**config.mk**
```make
export PLATFORM = sky130hd
export DESIGN_NAME = alu_md_controller_flat
export DESIGN_NICKNAME = d
export VERILOG_FILES = /design/src/rtl/alu_ctrl_pkg.sv /design/src/rtl/alu_md_controller_if.sv /design/src/rtl/md_iter_engine.sv /design/src/rtl/alu_md_controller.sv /design/src/flat_wrapper.sv
export SDC_FILE = /design/constraint.sdc
export NUM_CORES = 1
export LEC_CHECK = 0
export CAP_MARGIN = 20
export CORE_ASPECT_RATIO = 1.4
export CORE_MARGIN = 3
export CORE_UTILIZATION = 25
export DETAILED_ROUTE_END_ITERATION = 8
export PLACE_DENSITY = 0.54
export RECOVER_POWER = 100
export SLEW_MARGIN = 20
export SYNTH_ARGS = -nofsm -noshare
export SYNTH_HDL_FRONTEND = slang
export SYNTH_SLANG_ARGS = --single-unit
```
**constraint.sdc**
```tcl
create_clock -name clk -period 5.4 [get_ports clk]
set_input_delay 1.08 -clock clk [delete_from_list [all_inputs] [get_ports clk]]
set_output_delay 1.08 -clock clk [all_outputs]
set_load 0.02 [all_outputs]
```
**src/rtl/alu_ctrl_pkg.sv**
```systemverilog
// alu_ctrl_pkg: ALU operation codes, decode constants and engine state type
package alu_ctrl_pkg;
  localparam int OP_W = 4;
  localparam logic [OP_W-1:0] OP_AND = 4'b0000, OP_OR = 4'b0001, OP_ADD = 4'b0010, OP_SRA = 4'b0011;
  localparam logic [OP_W-1:0] OP_SUB = 4'b0100, OP_SLT = 4'b0101, OP_SLL = 4'b0110, OP_SLTU = 4'b0111;
  localparam logic [OP_W-1:0] OP_XOR = 4'b1000, OP_SRL = 4'b1001, OP_BEQ = 4'b1010, OP_BNE = 4'b1011;
  localparam logic [OP_W-1:0] OP_BLT = 4'b1100, OP_BGE = 4'b1101, OP_BLTU = 4'b1110, OP_BGEU = 4'b1111;
  localparam logic [1:0] ALU_MEM = 2'b00, ALU_BRANCH = 2'b01, ALU_RTYPE = 2'b10, ALU_JUMP = 2'b11;
  localparam logic [6:0] F7_BASE = 7'b0000000, F7_ALT = 7'b0100000, F7_MULDIV = 7'b0000001;
  typedef enum logic [1:0] {MD_IDLE, MD_CALC, MD_DONE} md_state_t;
  function automatic logic [OP_W-1:0] base_op(input logic [2:0] f3);
    case (f3)
      3'b000: return OP_ADD;
      3'b001: return OP_SLL;
      3'b010: return OP_SLT;
      3'b011: return OP_SLTU;
      3'b100: return OP_XOR;
      3'b101: return OP_SRL;
      3'b110: return OP_OR;
      default: return OP_AND;
    endcase
  endfunction
  function automatic logic [OP_W-1:0] branch_op(input logic [2:0] f3);
    case (f3)
      3'b000: return OP_BEQ;
      3'b001: return OP_BNE;
      3'b100: return OP_BLT;
      3'b101: return OP_BGE;
      3'b110: return OP_BLTU;
      3'b111: return OP_BGEU;
      default: return OP_ADD;
    endcase
  endfunction
endpackage

```
**src/rtl/alu_md_controller_if.sv**
```systemverilog
// alu_md_controller_if: EX-stage decode inputs, operands and ALU/MD control outputs
interface alu_md_controller_if #(parameter int XLEN = 32);
  import alu_ctrl_pkg::*;
  logic [1:0] ALUOp;
  logic [6:0] Funct7;
  logic [2:0] Funct3;
  logic IsImm, ValidEx, Flush;
  logic [XLEN-1:0] Rs1, Rs2;
  logic [OP_W-1:0] Operation;
  logic MdSel, MdDone, Stall, Illegal;
  logic [XLEN-1:0] MdResult;
  modport master(output ALUOp, Funct7, Funct3, IsImm, ValidEx, Flush, Rs1, Rs2,
                 input Operation, MdSel, MdResult, MdDone, Stall, Illegal);
  modport slave(input ALUOp, Funct7, Funct3, IsImm, ValidEx, Flush, Rs1, Rs2,
                output Operation, MdSel, MdResult, MdDone, Stall, Illegal);
endinterface

```
**src/rtl/md_iter_engine.sv**
```systemverilog
// md_iter_engine: one-bit-per-cycle unsigned shift-add multiplier / restoring divider
module md_iter_engine #(parameter int XLEN = 32) (
  input  logic            clk,
  input  logic            reset,
  input  logic            load,
  input  logic            step,
  input  logic            is_div,
  input  logic [XLEN-1:0] a,
  input  logic [XLEN-1:0] b,
  output logic [XLEN-1:0] hi_n,
  output logic [XLEN-1:0] lo_n,
  output logic            last
);
  localparam int CW = $clog2(XLEN);
  logic [XLEN-1:0] hi, lo, dvs;
  logic [CW-1:0] cnt;
  logic div_q;
  logic [XLEN:0] sum, trial, diff;
  // hi:lo is the product for multiply, remainder:quotient for divide
  always_comb begin
    sum = {1'b0, hi} + {1'b0, lo[0] ? dvs : '0};
    trial = {hi, lo[XLEN-1]};
    diff = trial - {1'b0, dvs};
    hi_n = div_q ? (diff[XLEN] ? trial[XLEN-1:0] : diff[XLEN-1:0]) : sum[XLEN:1];
    lo_n = div_q ? {lo[XLEN-2:0], ~diff[XLEN]} : {sum[0], lo[XLEN-1:1]};
  end
  assign last = cnt == '0;
  always_ff @(posedge clk) begin
    if (reset) begin
      hi <= '0;
      lo <= '0;
      dvs <= '0;
      cnt <= '0;
      div_q <= 1'b0;
    end else if (load) begin
      hi <= '0;
      lo <= a;
      dvs <= b;
      cnt <= CW'(XLEN - 1);
      div_q <= is_div;
    end else if (step) begin
      hi <= hi_n;
      lo <= lo_n;
      cnt <= cnt - 1'b1;
    end
  end
endmodule

```
**src/rtl/alu_md_controller.sv**
```systemverilog
// alu_md_controller: RV32 EX-stage ALU decode plus stalling M-extension multiply/divide
module alu_md_controller import alu_ctrl_pkg::*; #(
  parameter int XLEN = 32,
  parameter bit ENABLE_M = 1'b1
) (
  input logic clk,
  input logic reset,
  alu_md_controller_if.slave bus
);
  localparam logic [XLEN-1:0] MIN = {1'b1, {(XLEN-1){1'b0}}};
  md_state_t state, state_n;
  logic f7_dc, alt_ok, mop_enc, mop, r_ill, illegal, alt_sel;
  logic [OP_W-1:0] op_r;
  // immediates reuse the Funct7 bits except for the shift-by-immediate forms
  assign f7_dc = bus.IsImm && bus.Funct3 != 3'b001 && bus.Funct3 != 3'b101;
  assign alt_ok = bus.Funct3 == 3'b101 || (!bus.IsImm && bus.Funct3 == 3'b000);
  assign mop_enc = !bus.IsImm && bus.Funct7 == F7_MULDIV;
  assign mop = ENABLE_M && bus.ALUOp == ALU_RTYPE && mop_enc;
  assign r_ill = !f7_dc && !(bus.Funct7 == F7_BASE || (bus.Funct7 == F7_ALT && alt_ok) || (mop_enc && ENABLE_M));
  assign illegal = bus.ALUOp == ALU_BRANCH ? bus.Funct3[2:1] == 2'b01 : bus.ALUOp == ALU_RTYPE && r_ill;
  assign alt_sel = !f7_dc && bus.Funct7 == F7_ALT;
  assign op_r = mop ? OP_ADD : alt_sel ? (bus.Funct3 == 3'b000 ? OP_SUB : OP_SRA) : base_op(bus.Funct3);
  assign bus.Illegal = illegal;
  assign bus.Operation = (illegal || bus.ALUOp == ALU_MEM || bus.ALUOp == ALU_JUMP) ? OP_ADD :
                         bus.ALUOp == ALU_BRANCH ? branch_op(bus.Funct3) : op_r;
  assign bus.MdSel = mop && bus.ValidEx;
  logic [2:0] f3;
  logic is_div, sa, sb, neg, b_zero, fast, start, load, fast_go, last, finish;
  logic [XLEN-1:0] abs_a, abs_b, fast_res, hi_n, lo_n, calc_res, md_result;
  logic [2*XLEN-1:0] full, prod;
  logic [2:0] f3_q;
  logic neg_q;
  assign f3 = bus.Funct3;
  assign is_div = f3[2];
  assign sa = bus.Rs1[XLEN-1] && (is_div ? !f3[0] : f3 != 3'b011);
  assign sb = bus.Rs2[XLEN-1] && (is_div ? !f3[0] : !f3[1]);
  // remainder takes the dividend's sign; everything else the sign product
  assign neg = (is_div && f3[1]) ? sa : sa ^ sb;
  assign abs_a = sa ? -bus.Rs1 : bus.Rs1;
  assign abs_b = sb ? -bus.Rs2 : bus.Rs2;
  assign b_zero = bus.Rs2 == '0;
  assign fast = is_div && (b_zero || (!f3[0] && bus.Rs1 == MIN && &bus.Rs2));
  assign fast_res = b_zero ? (f3[1] ? bus.Rs1 : '1) : (f3[1] ? '0 : MIN);
  assign start = state == MD_IDLE && bus.ValidEx && mop && !bus.Flush;
  assign load = start && !fast;
  assign fast_go = start && fast;
  assign finish = state == MD_CALC && last && !bus.Flush;
  md_iter_engine #(.XLEN(XLEN)) u_engine (
    .clk(clk), .reset(reset), .load(load), .step(state == MD_CALC), .is_div(is_div),
    .a(abs_a), .b(abs_b), .hi_n(hi_n), .lo_n(lo_n), .last(last)
  );
  assign full = {hi_n, lo_n};
  assign prod = neg_q ? -full : full;
  assign calc_res = !f3_q[2] ? (f3_q[1:0] == 2'b00 ? prod[XLEN-1:0] : prod[2*XLEN-1:XLEN]) :
                    f3_q[1] ? (neg_q ? -hi_n : hi_n) : (neg_q ? -lo_n : lo_n);
  always_comb begin
    state_n = state == MD_IDLE ? (start ? (fast ? MD_DONE : MD_CALC) : MD_IDLE) :
              state == MD_CALC ? (bus.Flush ? MD_IDLE : last ? MD_DONE : MD_CALC) : MD_IDLE;
  end
  always_ff @(posedge clk) begin
    if (reset) state <= MD_IDLE;
    else state <= state_n;
  end
  always_ff @(posedge clk) begin
    if (reset) begin
      f3_q <= '0;
      neg_q <= 1'b0;
      md_result <= '0;
    end else begin
      if (load) begin
        f3_q <= f3;
        neg_q <= neg;
      end
      if (fast_go) md_result <= fast_res;
      else if (finish) md_result <= calc_res;
    end
  end
  assign bus.MdResult = md_result;
  assign bus.MdDone = state == MD_DONE && !bus.Flush;
  assign bus.Stall = !reset && !bus.Flush && ((state == MD_IDLE && bus.ValidEx && mop) || state == MD_CALC);
endmodule

```
**src/flat_wrapper.sv**
```systemverilog
// flat-port wrapper written by rule: the top's interface ports become plain ports
module alu_md_controller_flat import alu_ctrl_pkg::*;
#(
  parameter int XLEN = 32,
  parameter bit ENABLE_M = 1'b1
)
  (clk, reset, bus_ALUOp, bus_Funct7, bus_Funct3, bus_IsImm, bus_ValidEx, bus_Flush, bus_Rs1, bus_Rs2, bus_Operation, bus_MdSel, bus_MdResult, bus_MdDone, bus_Stall, bus_Illegal);
  alu_md_controller_if #(.XLEN(XLEN)) bus_i ();
  input logic clk;
  input logic reset;
  input wire logic [$bits(bus_i.ALUOp)-1:0] bus_ALUOp;
  input wire logic [$bits(bus_i.Funct7)-1:0] bus_Funct7;
  input wire logic [$bits(bus_i.Funct3)-1:0] bus_Funct3;
  input wire logic [$bits(bus_i.IsImm)-1:0] bus_IsImm;
  input wire logic [$bits(bus_i.ValidEx)-1:0] bus_ValidEx;
  input wire logic [$bits(bus_i.Flush)-1:0] bus_Flush;
  input wire logic [$bits(bus_i.Rs1)-1:0] bus_Rs1;
  input wire logic [$bits(bus_i.Rs2)-1:0] bus_Rs2;
  output wire logic [$bits(bus_i.Operation)-1:0] bus_Operation;
  output wire logic [$bits(bus_i.MdSel)-1:0] bus_MdSel;
  output wire logic [$bits(bus_i.MdResult)-1:0] bus_MdResult;
  output wire logic [$bits(bus_i.MdDone)-1:0] bus_MdDone;
  output wire logic [$bits(bus_i.Stall)-1:0] bus_Stall;
  output wire logic [$bits(bus_i.Illegal)-1:0] bus_Illegal;
  assign bus_i.ALUOp = bus_ALUOp;
  assign bus_i.Funct7 = bus_Funct7;
  assign bus_i.Funct3 = bus_Funct3;
  assign bus_i.IsImm = bus_IsImm;
  assign bus_i.ValidEx = bus_ValidEx;
  assign bus_i.Flush = bus_Flush;
  assign bus_i.Rs1 = bus_Rs1;
  assign bus_i.Rs2 = bus_Rs2;
  assign bus_Operation = bus_i.Operation;
  assign bus_MdSel = bus_i.MdSel;
  assign bus_MdResult = bus_i.MdResult;
  assign bus_MdDone = bus_i.MdDone;
  assign bus_Stall = bus_i.Stall;
  assign bus_Illegal = bus_i.Illegal;
  alu_md_controller #(.XLEN(XLEN), .ENABLE_M(ENABLE_M)) u_core (.clk(clk), .reset(reset), .bus(bus_i));
endmodule
```
==> results.md <==
- For this run, the number of Yosys warnings is 0.
- The worst slew margin relative to its limit is 0.260.
- Setup violations remaining at the end of the flow were counted as 0.
- Of the total power, the share spent switching nets is 0.291.
- Summed over all nets, the switching power comes to 0.738 mW.
- For the worst-skew pair, the clock arrives at the later sink with an insertion delay of 0.47 ns.
- After layout, the worst setup slack is 0.219 ns.
- In this run, synthesis produced a sequential element count of 139.
- The kind of critical path is reg -> reg.
- During I/O placement, the number of pins put on the boundary was 121.
- The placement-stage worst setup slack is 0.0952 ns.
- The number of global-route vias before repair is 17620.
- Measured along the x axis, the die boundary spans 216 um.
- Counting along the longest clock path gives a buffer depth of 2.
- The sequential share of power is 0.404.
- The run finished with clean final reports.
- The antenna cell count is 0.
- The ratio of routed vias to standard cells is 5.52.
- The proportion of power drawn by combinational gates is 0.101.
- The worst path in the final design needs a cycle of 5.18 ns, including I/O delays and setup.
- Entering global routing, the biggest net connects 56 pins.
- The net count after synthesis is 2346.
- The fraction of post-synthesis cell area in the top cell type by area is 0.181.
- At the end of the flow the core is filled with cells to 0.313.
- The synthesized netlist contains 105 unique library cells.
- The routed layout has 17654 vias.
- Counting the fill cells in the layout gives 6603.
- Based on the critical path, the design can be clocked at up to 193 MHz.
- The total power divided by cell area is 133 mW/mm2.
- At the pin with the least slew margin, the transition time is 1.10 ns.
- The part of the total power dissipated in the clock network is 0.496.
- The detailed-router iteration count before antenna repair is 5.
- The worst hold path begins at u_core.u_engine.dvs[5].
- Data on the critical path arrives at its endpoint at 5.51 ns.
- Among all stages on the critical path, the largest delay is contributed by sky130_fd_sc_hd__or4b_2.
- The wire length after detailed routing is 72.7 mm.
- The congestion estimate from routability-driven global placement came to 0.996.
- The final HPWL from detailed placement is 57.8 mm.
- The largest voltage drop on the vdd net is 210 uV.
- The most critical setup path has its startpoint at u_core.u_engine.lo[0].
- In the routed design, unresolved DRC markers number 0.
- The sequential cells in the finished layout cover a total of 0.00279 mm2.
- The share of the clock period used by the worst path is 0.959.
- In the synthesized netlist, the number of instances is 2193.
- On the final layout, the worst clock skew is 0.0151 ns.
- The share of synthesized flip-flops with an asynchronous set or reset is 0.
- Summed over all layers, the global routing overflow is 0.
- The number of antenna violations at the first check in global routing came to 0.
- The number of buffers created by CTS is 17.
- The floorplan step defined a die boundary enclosing 0.0646 mm2.
- The synthesized area divided by synthesized cell count is 7.02 um2.
- The tool flagged a number of max-cap violations equal to 0.
- The internal power consumption is 1.80 mW.
- The min-delay analysis places its worst path in the category reg -> reg.
- The max-slew violation count is 0.
- Clock-pin slew was measured on the worst setup and hold paths at 0.07 ns.
- The clock sink count is 139.
- For this block, the initial DRC count from the detailed router was 1364.
- The worst setup path is captured at a flip-flop.
- The area inside the core boundary is 0.0609 mm2.
- The post-synthesis sequential area ratio is 0.181.
- Walking the worst path, the cells encountered are buf_4 > and2_1 > ha_1 > a21o_1 > a21oi_1 > clkbuf_4 > nand2_1 > a31oi_1 > xnor2_1 > or4b_2 > a32oi_1 > buf_4 > nand2_1 > or2_0 > o21ai_1 > xnor2_1 > a221oi_1 > a2111oi_1.
- The worst endpoint required time is 5.73 ns.
- The CTS H-tree depth is 4.
- The kind of launch point of the worst setup path is a flip-flop.
- The cell area that synthesis handed to floorplanning was 0.0154 mm2.
- The count of nets left with antenna violations after detail routing is 0.
- Hold repair after CTS inserted 0 buffers.
- The cell type contributing the most total cell area after synthesis is sky130_fd_sc_hd__dfxtp_1.
- For this run, the total global-route usage over all layers was measured as 0.218.
- Measured along the y axis, the die boundary spans 300 um.
- The average wire per standard cell is 22.7 um.
- The initial utilization of the core area, before any placement, comes to 0.253.
- The clock root buffer is sky130_fd_sc_hd__clkbuf_16.
- The number of failing hold endpoints at the final stage is 0.
- The first-pass GRT wire length is 109 mm.
- In the post-synthesis netlist, the biggest area contributors are sky130_fd_sc_hd__dfxtp_1 18%, sky130_fd_sc_hd__a21oi_1 7.5%, sky130_fd_sc_hd__nand2_1 6.7%.
- The startpoint of the lowest-slack register-to-register path is u_core.u_engine.lo[0].
- In this run the static leakage power is 7.34 nW.
- In this run the core area contains 107 standard-cell rows.
- The port buffer count is 120.
- The share of cells above drive strength 1 is 0.123.
- TritonCTS built the clock tree.
- The largest fanout on the critical path is 9.
- Yosys mapped a number of flops with a built-in enable equal to 0.
- In the final layout, the multi-input gates occupy 0.0119 mm2.
- In the synthesized netlist the dominant register cell turns out to be sky130_fd_sc_hd__dfxtp_1.
- The count of nets after finishing is 2521.
- The delay contributed by the slowest stage of the critical path is 0.73 ns.
- Compared with the post-synthesis result, the final layout area differs by 23.9%.
-- layout make-up --
cell class,count,area share
multi-input cells,1846,0.623
flip-flops and latches,139,0.146
repair buffers,292,0.133
well taps,817,0.0536
clock buffers,17,0.0223
inverters,72,0.0142
clock inverters,15,0.00879
-- power groups by stage --
stage | Clock, mW | Sequential (mW) | Combinational [mW]
final | 1.26 | 1.02 | 0.256
after CTS | 1.27 | 1.02 | 0.256
after global placement | 0 | 1.05 | 0.253
after floorplan | 0 | 1.05 | 0.119
after detailed placement | 0 | 1.05 | 0.255
after global routing | 1.31 | 1.02 | 0.276
-- worst max-delay path: cells and delay by family (launching register included) --
| kind | cells | cell delay [ns] |
|---|---|---|
| compound gates | 7 | 1.97 |
| simple gates | 5 | 1.44 |
| buf+inv | 3 | 0.59 |
| xor+xnor | 2 | 0.36 |
| fa+ha+maj | 1 | 0.35 |
| flops | 1 | 0.33 |
-- through the flow --
step                      instance area (um2)  std cells  hold slack, ns  power, mW  setup TNS (ns)
final                                   19100       3198           0.469       2.54               0
after global routing                    19100       3198           0.484       2.61        -0.00481
after CTS                               19000       3195           0.468       2.55               0
after detailed placement                18400       3163           0.459       1.30               0
after global placement                  18400       3163           0.453       1.30               0
after floorplan                         15400       2193           0.440       1.17               0
-- routing by layer --
layer	up-vias	GRT usage	share of wire	wire length (um)
li1	8331	-	-	-
met1	8547	0.241	0.38	27600
met2	610	0.390	0.50	36100
met3	166	0.0249	0.046	3320
met4	0	0.152	0.077	5620
met5	-	0	0	0
-- final timing paths --
check	to	slack (ns)	depth (start not counted)
hold reg to reg	u_core.u_engine.dvs[5]	0.47	2
setup / recovery	u_core.bus.MdResult[21]	0.22	18
hold / removal	u_core.u_engine.dvs[5]	0.47	2
setup reg to reg	u_core.bus.MdResult[21]	0.22	18
-- Yosys cell counts (21+ instances only) --
master and number:
sky130_fd_sc_hd__and2_1 45, sky130_fd_sc_hd__o21ai_0 155, sky130_fd_sc_hd__a211oi_1 39, sky130_fd_sc_hd__o22ai_1 25, sky130_fd_sc_hd__o211ai_1 23, sky130_fd_sc_hd__nor3_1 72
sky130_fd_sc_hd__inv_1 72, sky130_fd_sc_hd__nand4_1 27, sky130_fd_sc_hd__clkbuf_1 109, sky130_fd_sc_hd__nand2_1 276, sky130_fd_sc_hd__nand3_1 39, sky130_fd_sc_hd__nor2_1 205
sky130_fd_sc_hd__dfxtp_1 139, sky130_fd_sc_hd__xor2_1 73, sky130_fd_sc_hd__xnor2_1 113, sky130_fd_sc_hd__mux2i_1 46, sky130_fd_sc_hd__o31ai_1 26, sky130_fd_sc_hd__a31oi_1 27
sky130_fd_sc_hd__ha_1 70, sky130_fd_sc_hd__a21oi_1 232, sky130_fd_sc_hd__or3_1 21
-- cells by family (layout without fill, tap and decap cells) --
group,after synthesis,in the layout,share of synthesized area
AOI/OAI and AO/OA,714,714,0.305
DFF,139,139,0.181
and+or+nand+nor,818,818,0.258
buffers and inverters,208,396,0.0536
adders and majority gates,72,72,0.0595
muxes,56,56,0.0375
xor gates and xnor gates,186,186,0.106
-- sequential cells by signal (all words and copies together) (netlist names) --
signal                 count
u_core.u_engine.cnt        5
u_core.neg_q               1
u_core.u_engine.div_q      1
u_core.u_engine.hi        32
u_core.state               2
u_core.f3_q                2
u_core.u_engine.lo        32
u_core.u_engine.dvs       32
u_core.bus.MdResult       32
-- repair_timing --
| item | 4_1_cts | 5_1_grt |
|---|---|---|
| setup buffers | 0 | 3 |
| gates resized for setup | 0 | 21 |
| setup endpoints to repair | 0 | 11 |
-- cell usage in the layout (no fill, tap or decap), types with 25 or more instances in the layout --
cell type,synthesis,routed
sky130_fd_sc_hd__nand2_1,276,274
sky130_fd_sc_hd__a21oi_1,232,231
sky130_fd_sc_hd__nor2_1,205,204
sky130_fd_sc_hd__buf_4,2,161
sky130_fd_sc_hd__o21ai_0,155,155
sky130_fd_sc_hd__dfxtp_1,139,137
sky130_fd_sc_hd__xnor2_1,113,113
sky130_fd_sc_hd__clkdlybuf4s50_1,0,78
sky130_fd_sc_hd__xor2_1,73,73
sky130_fd_sc_hd__nor3_1,72,72
sky130_fd_sc_hd__inv_1,72,71
sky130_fd_sc_hd__ha_1,70,69
sky130_fd_sc_hd__mux2i_1,46,46
sky130_fd_sc_hd__and2_1,45,45
sky130_fd_sc_hd__dlygate4sd3_1,0,41
sky130_fd_sc_hd__nand3_1,39,39
sky130_fd_sc_hd__a211oi_1,39,38
sky130_fd_sc_hd__nand4_1,27,27
sky130_fd_sc_hd__a31oi_1,27,27
sky130_fd_sc_hd__o22ai_1,25,25
Power figures use the tool's default switching activity.
